==> config.mk <==
export PLATFORM = sky130hd
export DESIGN_NAME = amo_seq
export DESIGN_NICKNAME = d
export VERILOG_FILES = /design/src/rtl/rv6_pkg.sv /design/src/rtl/amo_uop_gen.sv /design/src/rtl/amo_seq.sv
export SDC_FILE = /design/constraint.sdc
export NUM_CORES = 1
export LEC_CHECK = 0
export ABC_AREA = 1
export CORE_AREA = 2 2 58 73
export CTS_CLUSTER_SIZE = 8
export DETAILED_ROUTE_END_ITERATION = 10
export DIE_AREA = 0 0 60 75
export PLACE_DENSITY = 0.86
export SETUP_SLACK_MARGIN = 0.2
export SYNTH_ARGS = -nofsm -noshare
export SYNTH_HDL_FRONTEND = slang
export SYNTH_SLANG_ARGS = --single-unit
==> constraint.sdc <==
create_clock -name clk -period 1.77 [get_ports clk]
set_input_delay 0.354 -clock clk [delete_from_list [all_inputs] [get_ports clk]]
set_output_delay 0.354 -clock clk [all_outputs]
set_load 0.005 [all_outputs]
==> src/rtl/rv6_pkg.sv <==
// rtl/rv6_pkg.sv - shared AMO sequencer types, field codes and uop encoders (AMO_LRSC_EN adds lr/sc states)
package rv6_pkg;

    typedef enum logic [3:0] {
        ST_IDLE,
        ST_LOAD,
        ST_WAIT_L,
        ST_OP,
        ST_STORE,
        ST_WAIT_S,
        ST_WB
`ifdef AMO_LRSC_EN
        , ST_SC_ST,
        ST_SC_OK,
        ST_SC_FAIL
`endif
    } amo_state_e;

    localparam logic [6:0] OPC_AMO   = 7'b0101111;
    localparam logic [6:0] OPC_LOAD  = 7'b0000011;
    localparam logic [6:0] OPC_STORE = 7'b0100011;
    localparam logic [6:0] OPC_OP    = 7'b0110011;
    localparam logic [6:0] OPC_OPIMM = 7'b0010011;
    localparam logic [2:0] F3_W      = 3'b010;

    localparam logic [4:0] F5_ADD  = 5'b00000;
    localparam logic [4:0] F5_SWAP = 5'b00001;
    localparam logic [4:0] F5_LR   = 5'b00010;
    localparam logic [4:0] F5_SC   = 5'b00011;
    localparam logic [4:0] F5_XOR  = 5'b00100;
    localparam logic [4:0] F5_OR   = 5'b01000;
    localparam logic [4:0] F5_AND  = 5'b01100;

    localparam logic [4:0]  REG_T0  = 5'd30;
    localparam logic [4:0]  REG_T1  = 5'd31;
    localparam logic [31:0] UOP_NOP = 32'h00000013;

    function automatic logic [31:0] enc_lw(input logic [4:0] rd, input logic [4:0] rs1);
        return {12'd0, rs1, F3_W, rd, OPC_LOAD};
    endfunction

    function automatic logic [31:0] enc_sw(input logic [4:0] rs2, input logic [4:0] rs1);
        return {7'd0, rs2, rs1, F3_W, 5'd0, OPC_STORE};
    endfunction

    function automatic logic [31:0] enc_r(input logic [2:0] f3, input logic [4:0] rd,
                                          input logic [4:0] rs1, input logic [4:0] rs2);
        return {7'd0, rs2, rs1, f3, rd, OPC_OP};
    endfunction

    function automatic logic [31:0] enc_addi(input logic [4:0] rd, input logic [4:0] rs1,
                                             input logic [11:0] imm);
        return {imm, rs1, 3'b000, rd, OPC_OPIMM};
    endfunction

    function automatic logic is_amo_f5(input logic [31:0] ir, input logic [4:0] f5);
        return (ir[6:0] == OPC_AMO) && (ir[14:12] == F3_W) && (ir[31:27] == f5);
    endfunction

    // Only these five are cracked; every other AMO-space encoding reaches decode untouched.
    function automatic logic is_amo_op(input logic [31:0] ir);
        return is_amo_f5(ir, F5_ADD) || is_amo_f5(ir, F5_SWAP) || is_amo_f5(ir, F5_XOR) ||
               is_amo_f5(ir, F5_AND) || is_amo_f5(ir, F5_OR);
    endfunction

endpackage

==> src/rtl/amo_uop_gen.sv <==
// rtl/amo_uop_gen.sv - combinational (state, ir_in) to micro-op encoder for the AMO sequencer
module amo_uop_gen
    import rv6_pkg::*;
(
    input  logic [3:0]  state,
    input  logic [31:0] ir_in,
    output logic [31:0] uop_out
);

    logic [4:0] rd;
    logic [4:0] rs1;
    logic [4:0] rs2;
    logic [4:0] f5;
    logic [2:0] op_f3;

    assign rd  = ir_in[11:7];
    assign rs1 = ir_in[19:15];
    assign rs2 = ir_in[24:20];
    assign f5  = ir_in[31:27];

    always_comb begin
        op_f3 = 3'b000;
        case (f5)
            F5_XOR:  op_f3 = 3'b100;
            F5_OR:   op_f3 = 3'b110;
            F5_AND:  op_f3 = 3'b111;
            default: op_f3 = 3'b000;
        endcase
    end

    always_comb begin
        uop_out = UOP_NOP;
        case (amo_state_e'(state))
`ifdef AMO_LRSC_EN
            ST_IDLE:    uop_out = is_amo_f5(ir_in, F5_LR) ? enc_lw(rd, rs1) : ir_in;
            ST_SC_ST:   uop_out = enc_sw(rs2, rs1);
            ST_SC_OK:   uop_out = enc_addi(rd, 5'd0, 12'd0);
            ST_SC_FAIL: uop_out = enc_addi(rd, 5'd0, 12'd1);
`else
            ST_IDLE:    uop_out = ir_in;
`endif
            ST_LOAD:    uop_out = enc_lw(REG_T0, rs1);
            ST_OP:      uop_out = enc_r(op_f3, REG_T1, REG_T0, rs2);
            ST_STORE:   uop_out = (f5 == F5_SWAP) ? enc_sw(rs2, rs1) : enc_sw(REG_T1, rs1);
            ST_WB:      uop_out = enc_addi(rd, REG_T0, 12'd0);
            default:    uop_out = UOP_NOP;
        endcase
    end

endmodule

==> src/rtl/amo_seq.sv <==
// rtl/amo_seq.sv - cracks RV AMO instructions into load/op/store/writeback uops (AMO_LRSC_EN adds lr.w/sc.w)
module amo_seq
    import rv6_pkg::*;
#(
    parameter int XLEN = 64
) (
    input  logic            clk,
    input  logic            rst_n,
    input  logic [31:0]     ir_in,
    input  logic            ir_valid,
    input  logic            stall,
    input  logic            flush,
    input  logic [XLEN-1:0] rs1_val,
    input  logic            mem_done,
    input  logic            resv_clr,
    output logic [31:0]     uop_out,
    output logic            uop_valid,
    output logic            fetch_hold
);

    amo_state_e  state_q, state_d;
    logic [31:0] gen_uop;
    logic        amo_hit;
    logic        sc_hit;
    logic        rd_zero;
    logic        is_swap;
    logic        issue;
    logic        last;
    logic        abort;

    assign amo_hit = ir_valid && is_amo_op(ir_in);
    assign rd_zero = (ir_in[11:7] == 5'd0);
    assign is_swap = (ir_in[31:27] == F5_SWAP);
    assign abort   = flush && (state_q == ST_LOAD || state_q == ST_WAIT_L || state_q == ST_OP);

`ifdef AMO_LRSC_EN
    logic            resv_q, resv_d;
    logic [XLEN-1:0] resv_addr_q, resv_addr_d;
    logic            lr_hit;
    logic            sc_ok;

    assign lr_hit = ir_valid && is_amo_f5(ir_in, F5_LR);
    assign sc_hit = ir_valid && is_amo_f5(ir_in, F5_SC);
    // A snoop landing in the same cycle as the sc decision must make it fail.
    assign sc_ok  = resv_q && (resv_addr_q == rs1_val) && !resv_clr;

    always_comb begin
        resv_d      = resv_q;
        resv_addr_d = resv_addr_q;
        if (state_q == ST_IDLE && lr_hit && !stall && !flush) begin
            resv_d      = 1'b1;
            resv_addr_d = rs1_val;
        end
        if (resv_clr || flush || (state_q == ST_IDLE && sc_hit)) begin
            resv_d = 1'b0;
        end
    end
`else
    logic unused_lrsc_inputs;
    assign sc_hit             = 1'b0;
    assign unused_lrsc_inputs = ^{rs1_val, resv_clr};
`endif

    always_comb begin
        state_d = state_q;
        issue   = 1'b0;
        last    = 1'b0;
        case (state_q)
            ST_IDLE: begin
                if (amo_hit && !flush) begin
                    state_d = ST_LOAD;
                end
`ifdef AMO_LRSC_EN
                else if (sc_hit && !flush) begin
                    state_d = sc_ok ? ST_SC_ST : ST_SC_FAIL;
                end
`endif
            end
            ST_LOAD: begin
                issue = 1'b1;
                if (flush)       state_d = ST_IDLE;
                else if (!stall) state_d = ST_WAIT_L;
            end
            ST_WAIT_L: begin
                if (flush)         state_d = ST_IDLE;
                else if (mem_done) state_d = is_swap ? ST_STORE : ST_OP;
            end
            ST_OP: begin
                issue = 1'b1;
                if (flush)       state_d = ST_IDLE;
                else if (!stall) state_d = ST_STORE;
            end
            ST_STORE: begin
                issue = 1'b1;
                if (!stall) state_d = ST_WAIT_S;
            end
            ST_WAIT_S: begin
                if (mem_done) begin
`ifdef AMO_LRSC_EN
                    if (is_amo_f5(ir_in, F5_SC)) begin
                        state_d = ST_SC_OK;
                    end else
`endif
                    if (rd_zero) begin
                        state_d = ST_IDLE;
                        last    = 1'b1;
                    end else begin
                        state_d = ST_WB;
                    end
                end
            end
            ST_WB: begin
                issue = 1'b1;
                if (!stall) begin
                    state_d = ST_IDLE;
                    last    = 1'b1;
                end
            end
`ifdef AMO_LRSC_EN
            ST_SC_ST: begin
                issue = 1'b1;
                if (!stall) state_d = ST_WAIT_S;
            end
            ST_SC_OK, ST_SC_FAIL: begin
                issue = 1'b1;
                if (!stall) begin
                    state_d = ST_IDLE;
                    last    = 1'b1;
                end
            end
`endif
            default: state_d = ST_IDLE;
        endcase
    end

    always_ff @(posedge clk or negedge rst_n) begin
        if (!rst_n) begin
            state_q <= ST_IDLE;
`ifdef AMO_LRSC_EN
            resv_q      <= 1'b0;
            resv_addr_q <= '0;
`endif
        end else begin
            state_q <= state_d;
`ifdef AMO_LRSC_EN
            resv_q      <= resv_d;
            resv_addr_q <= resv_addr_d;
`endif
        end
    end

    amo_uop_gen u_gen (
        .state   (state_q),
        .ir_in   (ir_in),
        .uop_out (gen_uop)
    );

    // Outputs are gated by rst_n so reset takes effect in the same cycle it is asserted.
    always_comb begin
        uop_out = rst_n ? gen_uop : UOP_NOP;
        if (state_q == ST_IDLE) begin
            uop_valid = rst_n && ir_valid && !amo_hit && !sc_hit;
        end else begin
            uop_valid = rst_n && issue;
        end
        fetch_hold = rst_n && !abort && !last &&
                     ((state_q != ST_IDLE) || ((amo_hit || sc_hit) && !flush));
    end

endmodule
# Word level (Yosys, flattened, before mapping)
# Index checks and enable logic that the tools add are counted.
# W data, S select, Z words.
[word_totals] register_bits=4 inputBits=103
[op_classes] n_eq_ne=19 n_mux=23 n_reduce_logical=32
[ops] op="$pmux W32 S5" count=1
[ops] op="$mux W4" count=10
[ops] op="$mux W32" count=1
[ops] op="$pmux W4 S7" count=1
[ops] op="$mux W25" count=1
[ops] op="$logic_and A1 B1 Y1" count=15
[ops] op="$eq A4 B3 Y1 const B" count=3
[ops] op="$eq A5 B4 Y1 const B" count=2
[ops] op="$logic_not A5 Y1" count=2
[ops] op="$ne A3 B3 Y1 const B" count=3
[ops] op="$pmux W3 S3" count=1
[ops] op="$eq A4 B2 Y1 const B" count=2
[ops] op="$ne A2 B2 Y1 const B" count=4
[ops] op="$eq A7 B6 Y1 const B" count=1
[ops] op="$logic_or A1 B1 Y1" count=7
[ops] op="$reduce_and A7 Y1" count=1
[ops] op="$mux W3" count=2
[ops] op="$eq A5 B1 Y1 const B" count=1
[ops] op="$eq A5 B3 Y1 const B" count=1
[ops] op="$mux W1" count=5
[ops] op="$eq A4 B1 Y1 const B" count=1
[ops] op="$logic_not A1 Y1" count=4
[ops] op="$logic_not A4 Y1" count=1
[ops] op="$reduce_bool A4 Y1" count=1
[ops] op="other kinds (3)" count=3

# Depth between registers and ports, before layout
[logic_depth] ltp_word=11 ltp_mapped=10

# Modules after synthesis
# From an unflattened synthesis, not the netlist that was laid out.
[unflattened] hier_cells=235 area_unflattened_um2=1088.5
[modules_own_cells] module="amo_seq" seq_area_each_um2=75.1 cells_each=133 area_each_um2=654.4 instances=1
[modules_own_cells] module="amo_uop_gen" seq_area_each_um2=0.0 cells_each=102 area_each_um2=434.2 instances=1

# Least setup slack after synthesis
# No wires, ideal clock.
[synth_timing] kind="register to output" from="register state_q[1]" to="output port fetch_hold" path_stages_with_launch=7 path_slack_ps=298 path_buffers=1 t_arrival_ps=1118 cell_sequence="dfrtp_1 -> buf_4 -> nor2_2 -> inv_1 -> a31oi_1 -> o221ai_1 -> nor2_1"
[synth_via] elab_chain_len=8
[synth_rtl] item="start: declaration" line="amo_seq.sv:21" rtl="amo_state_e state_q, state_d;"
[synth_rtl] item="start signal: assignment" line="amo_seq.sv:144" rtl="state_q <= state_d;"
[synth_rtl] item="$eq A4 B1 Y1 / $eq A4 B2 Y1 (equally long branches)" line="amo_seq.sv:34" rtl="assign abort = flush && (state_q == ST_LOAD || state_q == ST_WAIT_L || state_q == ST_OP);"
[synth_rtl] item="$logic_or A1 B1 Y1 (2 in a row)" line="amo_seq.sv:34"
[synth_rtl] item="$logic_and A1 B1 Y1" line="amo_seq.sv:34"
[synth_rtl] item="$logic_not A1 Y1" line="amo_seq.sv:166" rtl="fetch_hold = rst_n && !abort && !last &&"
[synth_rtl] item="$logic_and A1 B1 Y1 (2 in a row)" line="amo_seq.sv:166"
[synth_rtl] item="$logic_and A1 B1 Y1 (*)" line="amo_seq.sv:166"
[synth_rtl] item="end: declaration" line="amo_seq.sv:18" rtl="output logic fetch_hold"
# Mark *: on every way between the ends. The rest lies on a longest branch, timed or not.

# Final worst setup path
[layout_timing] from="register state_q[2]" to="output port uop_out[13]"
[layout_via] elab_chain_len=3
[layout_rtl] item="$eq A4 B3 Y1, or another cell as far along" line="amo_uop_gen.sv:33" rtl="case (amo_state_e'(state))"
[layout_rtl] item="$pmux W32 S5 (*)" line="amo_uop_gen.sv:33"
[layout_rtl] item="$mux W32 (*)" line="amo_seq.sv:160" rtl="uop_out = rst_n ? gen_uop : UOP_NOP;"
[layout_rtl] item="end: declaration" line="amo_seq.sv:16" rtl="output logic [31:0] uop_out,"
# Marked as above.

==> summary.txt <==
Status
  • Outcome: finished with violations
  • Failing checks: negative setup slack

Timing
  • Final hold slack: ~0.19 ns
  • RSZ-0062 raised after global routing: true
  • Max_slew headroom: about 85%
  • Clock Skew: between 0.002 and 0.003 ns
  • Highest Clock Rate: between 500 and 600 MHz
  • Least-Margin Pin Slew: around 0.23 ns
  • Fin crit share: 106%
  • Final Hold Viols: 0
  • Final setup vio count: 24
  • Fin crit period: 1.88 ns
  • Setup WS post-layout: -0.109 ns
  • Pins Over Slew Limit: 0

Global routing
  • Number of global-route vias before repair: around 1.5k
  • GR Layer Usage met3: around 3.1%
  • Grt met2 use: roughly a third
  • Initial antenna violation count: 0
  • Total gr overflow: 0
  • Top Usage Layer GRT: met2
  • Grt met1 use: between 10% and 20%
  • Largest net degree at the start of global routing: 11
  • All-layer global routing usage: around 18%
  • First-pass GRT wire length: 6400 microns

Logic synthesis
  • Yosys reg bits: 3
  • Netlist Area Pre-Place: ~800 sq um
  • Count of cell types in the netlist: 26
  • Synthesized area per cell: just over 5 sq um
  • Syn_nets: approximately 260
  • Fraction of registers with async set/reset: 100%
  • Post-synthesis sequential area ratio: under 10%
  • Primary FF master, synth: dfrtp_1
  • Cells after Synth: 161
  • Number of synthesized flops with an enable pin: 0
  • YS warnings: 0

Cells and area
  • Share of layout cells above drive strength 1: 59.6%
  • Max reg flops: 3
  • Biggest register: state_q
  • Area growth syn-to-layout: 173%
  • Top flop regs: state_q x3
  • Non-filler cells, final: about 350
  • Most common cell after layout, fill and taps aside: buf_4
  • Commonest non-fill, non-tap cells in the layout: buf_4, buf_2, nor2_1
  • Final layout net count: between 300 and 400
  • Ant diodes: 0

Power
  • VDD IR max: roughly 0.00067 V
  • Sw Ratio: about 47%
  • Pwr Density: slightly above 1000 nW/um^2
  • Clock power share: between 8 and 9%
  • Gate power share: between 80% and 90%
  • Pint: approximately 1.2 mW
  • Leak: 1.12 nW
  • Psw: roughly 1.1 mW
  • Seq pwr share: under 10%

Detailed routing
  • DRT Wirelength: around 4200 microns
  • Drt drc: 0
  • DR WL/cell: 12.3 microns
  • Drt pass-1 iters: 4
  • Antenna Nets Post-Route: 0
  • Via density: 4.41
  • Vias: ~1.5k
  • 1st-iter DRT viols: 37

Worst setup path
  • Worst path required time: 1.42 ns
  • Critical Path AT: around 1.5 ns
  • Crit path kind: flop to output pin
  • Worst r2r path cells: 9
  • Setup crit start kind: flop
  • Worst-path maximum fanout: 5
  • Worst reg2reg path startpoint: state_q[2]
  • CP startpoint: state_q[2]
  • CP Capture Type: output pin

Clocking
  • H-tree level count: 1
  • CTS Sinks: 3
  • Skew-Pair Late Insertion Delay: around 0.21 ns
  • Hold_buf cts: 0
  • Clk pin slew, worst setup/hold paths: roughly 0.03 ns
  • Clk Tree Root Cell: clkbuf_8
  • CTS tree: done
  • Clock Path Buffers: 2
  • Number of CTS-inserted buffers: 3

Die
  • Die H: about 75 microns
  • Die Width: 60 microns
  • Starting Density: 21.4%
  • I/O pin count: between 100 and 150
  • Core area: ~3800 sq um
  • Std cell rows: 25
  • Full die area: ~4500 sq um

Place
  • HPWL after detailed placement: 2860 microns
  • Routability cong.: about 0.85
  • Placed Instances: 320
  • PortBufs: between 70 and 80

Hold path
  • Hold Crit Class: input port to async pin

Job
  • Maxcap violations: 0
worst max-delay path, stage by stage (launching register included):
cell      delay, ns
dfrtp_2        0.45
nor2_4         0.19
buf_6          0.12
buf_6          0.09
inv_4          0.03
o211ai_1       0.21
a21oi_2        0.09
buf_2          0.14
metrics by stage:
| step | setup TNS (ns) | area [sq um] | power (mW) | util (%) | worst slack, ns |
|---|---|---|---|---|---|
| detailed placement | -16.72 | 1850 | 1.58 | 48.8 | -0.669 |
| global route | -2.96 | 2220 | 2.41 | 58.5 | -0.155 |
| finish | -1.40 | 2220 | 2.25 | 58.5 | -0.109 |
| global placement | -16.18 | 1850 | 1.56 | 48.8 | -0.636 |
| floorplan | 0 | 811 | 0.776 | - | 0.298 |
| CTS | -1.44 | 2070 | 2.02 | 54.7 | -0.0969 |
synth_stat cells (2+ instances only):
master	count	share of area (%)
nor2_1	44	20
or2_1	2	1.5
inv_1	23	11
nor2_2	5	3.9
a21oi_1	10	6.2
buf_4	2	1.9
o21ai_0	6	3.7
nand2_1	33	15
nand2_2	4	3.1
dfrtp_1	3	9.3
nand3_1	10	6.2
nand4_1	3	2.3
inv_2	3	1.4
final cells by class:
type,instances,area [sq um]
clock buffers,4,45.0
repair buffers,130,1040
inverters,26,110
well taps,54,67.6
multi-input cells,129,878
flip-flops and latches,3,78.8
fillers,360,1570
power by group through the flow:
stage | sequential, mW | clock (mW) | combinational [mW]
2_1_floorplan | 0.121 | 0 | 0.654
3_3_place_gp | 0.139 | 0 | 1.42
3_5_place_dp | 0.141 | 0 | 1.44
4_1_cts | 0.154 | 0.205 | 1.66
5_1_grt | 0.160 | 0.216 | 2.03
6_report | 0.154 | 0.199 | 1.89
per-layer routing:
| metal | wire, microns | part of all wire [%] | vias up |
|---|---|---|---|
| met5 | 0 | 0 | - |
| met4 | 38 | 0.90 | 0 |
| met3 | 295 | 7.0 | 4 |
| met2 | 2230 | 53 | 69 |
| met1 | 1680 | 40 | 677 |
| li1 | - | - | 775 |
final timing paths:
path	endpoint	slack, ns
setup / recovery	uop_out[13]	-0.11
hold / removal	state_q[0]	0.19
setup reg to reg	state_q[1]	0.16
hold reg to reg	state_q[0]	0.61
max in group asynchronous	state_q[2]	1.48
min in group clk	state_q[0]	0.61
kinds of logic (layout without fill, tap and decap cells):
group	after synthesis	count (layout)	share of synthesized area, %
AND/OR/NAND/NOR	104	104	55.9
buffers and inverters	29	160	14.4
flip-flops	3	3	9.26
AO/OA/AOI/OAI	25	25	20.5
what timing repair did:
item | CTS | global route
endpoints found under the setup margin | 37 | 37
pin swaps | 32 | 24
buffers inserted | 19 | 3
gates resized for setup | 219 | 42
(Power assumes the default switching activity.)
